$ cat config.mk
export PLATFORM = sky130hd
export DESIGN_NAME = lsu_mem_bridge_flat
export DESIGN_NICKNAME = d
export VERILOG_FILES = /design/src/rtl/lsu_mem_bridge_pkg.sv /design/src/rtl/lsu_mem_bridge_if.sv /design/src/rtl/lsu_mem_bridge.sv /design/src/flat_wrapper.sv
export SDC_FILE = /design/constraint.sdc
export NUM_CORES = 1
export LEC_CHECK = 0
export CORE_MARGIN = 3
export CORE_UTILIZATION = 25
export DETAILED_ROUTE_END_ITERATION = 8
export GPL_TIMING_DRIVEN = 0
export SYNTH_ARGS = -nofsm -noshare
export SYNTH_HDL_FRONTEND = slang
export SYNTH_SLANG_ARGS = --single-unit
$ cat constraint.sdc
create_clock -name clk -period 5.7 [get_ports clk]
set_input_delay 1.14 -clock clk [delete_from_list [all_inputs] [get_ports clk]]
set_output_delay 1.14 -clock clk [all_outputs]
set_load 0.01 [all_outputs]
$ cat src/rtl/lsu_mem_bridge_pkg.sv
// Shared definitions for the LSU-to-memory bridge.
// Latency: n/a (types and constants only).
// Backpressure: n/a.
package lsu_mem_bridge_pkg;

  typedef enum logic [1:0] {
    ST_IDLE = 2'd0,
    ST_REQ  = 2'd1,
    ST_WAIT = 2'd2,
    ST_DONE = 2'd3
  } state_t;

  // Encoding of the LSU 'wr' input.
  localparam logic LOAD  = 1'b1;
  localparam logic STORE = 1'b0;

  localparam int DEFAULT_TIMEOUT_CYCLES = 64;

endpackage

$ cat src/rtl/lsu_mem_bridge_if.sv
// Memory-side bus of the bridge: request channel (valid/ready) and response strobe.
// Latency: n/a (wiring only).
// Backpressure: the request is held by the master until mem_req_ready; responses cannot be stalled.
// Ports: master = bridge (drives request, samples response); slave = memory.
interface lsu_mem_bridge_if;

  logic        mem_req_valid;
  logic        mem_req_ready;
  logic        mem_req_we;
  logic [31:0] mem_req_addr;
  logic [31:0] mem_req_wdata;
  logic [3:0]  mem_req_strb;
  logic        mem_rsp_valid;
  logic [31:0] mem_rsp_rdata;
  logic        mem_rsp_err;

  modport master (
    output mem_req_valid, mem_req_we, mem_req_addr, mem_req_wdata, mem_req_strb,
    input  mem_req_ready, mem_rsp_valid, mem_rsp_rdata, mem_rsp_err
  );

  modport slave (
    input  mem_req_valid, mem_req_we, mem_req_addr, mem_req_wdata, mem_req_strb,
    output mem_req_ready, mem_rsp_valid, mem_rsp_rdata, mem_rsp_err
  );

endinterface

$ cat src/rtl/lsu_mem_bridge.sv
// Bridges one LSU M-stage access at a time onto a valid/ready memory bus with timeout.
// Latency: 4 cycles minimum for a bus access (capture, REQ, WAIT, DONE); 2 for an empty store.
// Backpressure: holds the request while mem_req_ready=0; stalls the pipeline until DONE.
// Ports: clk, rst_n (sync, active-low); LSU side cs (active-low), wr, mask, addr, data_wr,
//        data_rd, stall, access_fault; memory side via lsu_mem_bridge_if.master.
module lsu_mem_bridge
  import lsu_mem_bridge_pkg::*;
#(
  parameter int TIMEOUT_CYCLES = DEFAULT_TIMEOUT_CYCLES
) (
  input  logic                    clk,
  input  logic                    rst_n,
  input  logic                    cs,
  input  logic                    wr,
  input  logic [3:0]              mask,
  input  logic [31:0]             addr,
  input  logic [31:0]             data_wr,
  output logic [31:0]             data_rd,
  output logic                    stall,
  output logic                    access_fault,
  lsu_mem_bridge_if.master        mem
);

  localparam int CNT_W = (TIMEOUT_CYCLES > 2) ? $clog2(TIMEOUT_CYCLES) : 1;
  // The counter is still at TIMEOUT_CYCLES-2 in the last cycle an access may
  // spend in REQ/WAIT; it would reach TIMEOUT_CYCLES-1 on the abort edge.
  localparam logic [CNT_W-1:0] CNT_LAST = CNT_W'(TIMEOUT_CYCLES - 2);

  state_t           state_q;
  logic [CNT_W-1:0] cnt_q;
  logic             wr_q;
  logic [3:0]       mask_q;
  logic [31:2]      addr_q;
  logic [31:0]      wdata_q;
  logic             timeout;
  logic             empty_store;

  // Byte-lane offset is resolved by the LSU; the bus only sees word addresses.
  logic unused_addr_lsbs;
  assign unused_addr_lsbs = ^addr[1:0];

  assign timeout     = (cnt_q == CNT_LAST);
  assign empty_store = (wr == STORE) && (mask == 4'b0000);

  // Combinational so the requesting instruction freezes in its first cycle.
  assign stall = ((state_q == ST_IDLE) && !cs) || (state_q == ST_REQ) || (state_q == ST_WAIT);

  // Request fields come straight from the capture registers, so they are
  // stable for the whole REQ phase.
  assign mem.mem_req_valid = (state_q == ST_REQ);
  assign mem.mem_req_we    = ~wr_q;
  assign mem.mem_req_addr  = {addr_q, 2'b00};
  assign mem.mem_req_wdata = wdata_q;
  assign mem.mem_req_strb  = (wr_q == LOAD) ? 4'b1111 : mask_q;

  always_ff @(posedge clk) begin
    if (!rst_n) begin
      state_q      <= ST_IDLE;
      cnt_q        <= '0;
      data_rd      <= '0;
      access_fault <= 1'b0;
      wr_q         <= LOAD;
      mask_q       <= '0;
      addr_q       <= '0;
      wdata_q      <= '0;
    end else begin
      access_fault <= 1'b0;
      case (state_q)
        ST_IDLE: begin
          if (!cs) begin
            if (empty_store) begin
              state_q <= ST_DONE;
            end else begin
              wr_q    <= wr;
              mask_q  <= mask;
              addr_q  <= addr[31:2];
              wdata_q <= data_wr;
              cnt_q   <= '0;
              state_q <= ST_REQ;
            end
          end
        end
        ST_REQ: begin
          cnt_q <= cnt_q + 1'b1;
          // Abort wins over a same-cycle ready: the request is abandoned and
          // any response it might still produce lands outside WAIT.
          if (timeout) begin
            data_rd      <= '0;
            access_fault <= 1'b1;
            state_q      <= ST_DONE;
          end else if (mem.mem_req_ready) begin
            state_q <= ST_WAIT;
          end
        end
        ST_WAIT: begin
          cnt_q <= cnt_q + 1'b1;
          // A response in the final allowed cycle still completes normally.
          if (mem.mem_rsp_valid) begin
            data_rd      <= mem.mem_rsp_err ? 32'h0 : mem.mem_rsp_rdata;
            access_fault <= mem.mem_rsp_err;
            state_q      <= ST_DONE;
          end else if (timeout) begin
            data_rd      <= '0;
            access_fault <= 1'b1;
            state_q      <= ST_DONE;
          end
        end
        ST_DONE: state_q <= ST_IDLE;
        default: state_q <= ST_IDLE;
      endcase
    end
  end

endmodule

$ cat src/flat_wrapper.sv
// flat-port wrapper written by rule: the top's interface ports become plain ports
module lsu_mem_bridge_flat import lsu_mem_bridge_pkg::*;
#(
  parameter int TIMEOUT_CYCLES = DEFAULT_TIMEOUT_CYCLES
)
  (clk, rst_n, cs, wr, mask, addr, data_wr, data_rd, stall, access_fault, mem_mem_req_valid, mem_mem_req_we, mem_mem_req_addr, mem_mem_req_wdata, mem_mem_req_strb, mem_mem_req_ready, mem_mem_rsp_valid, mem_mem_rsp_rdata, mem_mem_rsp_err);
  lsu_mem_bridge_if mem_i ();
  input  logic clk;
  input  logic rst_n;
  input  logic cs;
  input  logic wr;
  input  logic [3:0] mask;
  input  logic [31:0] addr;
  input  logic [31:0] data_wr;
  output logic [31:0] data_rd;
  output logic stall;
  output logic access_fault;
  output wire logic [$bits(mem_i.mem_req_valid)-1:0] mem_mem_req_valid;
  output wire logic [$bits(mem_i.mem_req_we)-1:0] mem_mem_req_we;
  output wire logic [$bits(mem_i.mem_req_addr)-1:0] mem_mem_req_addr;
  output wire logic [$bits(mem_i.mem_req_wdata)-1:0] mem_mem_req_wdata;
  output wire logic [$bits(mem_i.mem_req_strb)-1:0] mem_mem_req_strb;
  input wire logic [$bits(mem_i.mem_req_ready)-1:0] mem_mem_req_ready;
  input wire logic [$bits(mem_i.mem_rsp_valid)-1:0] mem_mem_rsp_valid;
  input wire logic [$bits(mem_i.mem_rsp_rdata)-1:0] mem_mem_rsp_rdata;
  input wire logic [$bits(mem_i.mem_rsp_err)-1:0] mem_mem_rsp_err;
  assign mem_mem_req_valid = mem_i.mem_req_valid;
  assign mem_mem_req_we = mem_i.mem_req_we;
  assign mem_mem_req_addr = mem_i.mem_req_addr;
  assign mem_mem_req_wdata = mem_i.mem_req_wdata;
  assign mem_mem_req_strb = mem_i.mem_req_strb;
  assign mem_i.mem_req_ready = mem_mem_req_ready;
  assign mem_i.mem_rsp_valid = mem_mem_rsp_valid;
  assign mem_i.mem_rsp_rdata = mem_mem_rsp_rdata;
  assign mem_i.mem_rsp_err = mem_mem_rsp_err;
  lsu_mem_bridge #(.TIMEOUT_CYCLES(TIMEOUT_CYCLES)) u_core (.clk(clk), .rst_n(rst_n), .cs(cs), .wr(wr), .mask(mask), .addr(addr), .data_wr(data_wr), .data_rd(data_rd), .stall(stall), .access_fault(access_fault), .mem(mem_i));
endmodule
==> key figures <==
Outcome
  – Status: finished clean

STA
  – Crit path time final: 3860 ps
  – Tcrit/Tclk final: 67.7%
  – Fmax: 259 MHz
  – Slew @ Worst Pin: 704 ps
  – Setup Skew: 10.5 ps
  – Setup TNS: 0 ps
  – Relative slew slack: 53.0%
  – RSZ-0062 raised after global routing: false
  – Final setup viols: 0
  – Pins Over Slew Limit: 0
  – Final WS setup: 1840 ps
  – Endpoints failing hold: 0

Drt
  – Remaining antenna violation count: 0
  – Wire per inst: 14.1 um
  – Vias per inst: 4.35
  – Drt first pass iters: 5
  – Drc violations: 0
  – Initial DRC Count: 212
  – Via count: 4150
  – Final WL: 13500 um

Global routing
  – Remaining global-route overflow: 0
  – Largest net degree at the start of global routing: 18
  – First-pass GRT wire length: 20900 um
  – Total GRT Usage: 14.5%
  – Number of global-route vias before repair: 4041
  – Initial antenna violation count: 0

Power and ir drop
  – Switching part of the total: 33.1%
  – Sequential power share: 37.5%
  – Pleak: 2.41 nW
  – Logic pwr share: 35.2%
  – Clock Power Share: 27.3%
  – Tot Pwr: 2.44 mW
  – P_sw: 808 uW
  – Maximum vdd drop: 0.000213 V
  – Pwr/cell area: 361 nW/um^2
  – Internal power: 1.63 mW

Cells and area
  – Share of post-route cells with drive strength above 1: 5.16%
  – Post-route insts no fill: 953
  – Area grow syn2layout: 64.4%
  – NumNets Final: 846
  – Ant diodes: 0

Clocking
  – H-Tree Depth: 3
  – Postcts setup bufs: 0
  – Number of gates resized after CTS: 0
  – Clock buffer depth: 2
  – Hold_buf cts: 0
  – Reg clk slew, reported paths: 70 ps
  – Clk root buf: clkbuf_16
  – Sink Count: 108
  – Clock Latency Late Sink: 350 ps
  – CTS tree: yes
  – CTS Buf Count: 9

Min path
  – HP Start: u_core.addr_q[8]
  – Worst Hold Class: flip-flop to flip-flop
  – Cells on Worst Hold Path: 2
  – Worst Hold Path EP: u_core.addr_q[8]

Synthesis
  – Ys async rst share: 0%
  – Sequential fraction of the synthesis area: 52.6%
  – Avg Inst Size Synth: 7.99 sq um
  – Yosys cell types: 35
  – EDFF count, synth: 0
  – Post-synth top area cell: dfxtp_1
  – Synth Flop Type: dfxtp_1
  – Mapped Cells: 515
  – Most frequent cell after synthesis: nand2_1
  – Synth top area cells: dfxtp_1 53%, nand2_1 15%, a21oi_1 12%
  – Most instantiated cells after synthesis: 167 x nand2_1, 108 x dfxtp_1, 99 x a21oi_1
  – Flops & latches, synth: 108
  – Mapped Area: 4110 sq um
  – Synth Warn #: 0
  – Share of the synthesized area in the top cell type: 52.6%

Place
  – Worst slack at placement: 1820 ps
  – Final RePlAce weighted congestion: 0.738
  – Dpl cells: 937
  – DP HPWL: 10100 um
  – # port buffers: 205

Setup path
  – Worst Path Max Fanout: 8
  – Critical path capture point type: primary output
  – Worst setup SP type: input port
  – R2R Setup Slk: 3320 ps
  – Required time of the worst setup path: 4560 ps
  – Worst Reg-to-Reg Cells: 7
  – Reg2reg end: u_core.data_rd[23]
  – Reg2Reg Launch Point: u_core.state_q[0]
  – Critical Path Start: cs
  – CP Class: input port to primary output
  – Critical Path AT: 2720 ps

Floorplan
  – Core area: 16000 sq um
  – Initial Utilization: 25.7%
  – Io pins: 211
  – Die H: 134 um
  – Die Area: 18000 sq um
  – FP Rows: 46
  – Die Width: 134 um

Job
  – Max-cap viol count: 0
state kept, by name (all words and copies together), names as in the netlist:
name                      flops
u_core.mask_q                 4
u_core.access_fault           1
u_core.state_q                2
u_core.addr_q                30
u_core.cnt_q                  6
u_core.wr_q                   1
u_core.data_rd               32
u_core.mem.mem_req_wdata     32
kinds of logic after synthesis:
| family | count (synthesis) | synth area share [%] |
|---|---|---|
| adder cells (fa/ha/maj) | 7 | 2.13 |
| AO/OA/AOI/OAI | 150 | 19.7 |
| AND/OR/NAND/NOR | 205 | 20.4 |
| flip-flops | 108 | 52.6 |
| multiplexers | 2 | 0.487 |
| other | 1 | 0.0912 |
| buffers and inverters | 42 | 4.69 |
layer usage:
metal / track usage (%) / part of all wire, % / vias to the layer above
met5: 0 / 0 / -
met4: 3.56 / 1.1 / 0
met3: 6.83 / 10 / 10
met2: 24.3 / 47 / 139
met1: 16.8 / 42 / 1854
li1: - / - / 2147
per-stage QoR:
stage / utilization, % / hold WS (ps) / instance area, sq um
floorplan: - / 431 / 4120
global placement: 40.2 / 441 / 6440
detailed placement: 40.2 / 447 / 6440
CTS: 42.3 / 456 / 6760
global route: 42.3 / 467 / 6760
finish: 42.3 / 454 / 6760
critical path: stages:
cell and delay [ps]:
clkdlybuf4s50_1 480, and2b_1 270, or3_1 340, clkdlybuf4s50_1 480
power groups by stage:
stage / Clock (mW) / Sequential (mW) / Combinational [mW]
after floorplan: 0 / 0.967 / 0.404
final: 0.667 / 0.914 / 0.859
after global routing: 0.722 / 0.929 / 0.950
after CTS: 0.697 / 0.915 / 0.875
after detailed placement: 0 / 0.932 / 0.870
after global placement: 0 / 0.928 / 0.879
cell type report:
type                    instances  area (sq um)
plain buffers                  36           170
clock buffers                  12           267
clock inverters                 4          56.3
fillers                      1667          9240
inverters                       6          22.5
multi-input cells             366          1760
flip-flops and latches        108          2160
well taps                     216           270
repair buffers                205          2050
layout by cell type, fill, tap and decap left out, drive strengths merged, types with 5 or more instances in the layout:
cell and n:
buf 14, ha 7, dfxtp 108, nand2 167, clkbuf 34, a22oi 5, inv 6, a21oi 99
nor2 8, nand3 6, o21ai 32, clkdlybuf4s50 205, or2 5
worst max path at each step:
stage	cells after the start	to
floorplan	2	stall
global placement	4	stall
detailed placement	4	stall
CTS	4	stall
global route	4	stall
finish	4	stall
No activity file was read; power rests on OpenSTA's default activity.
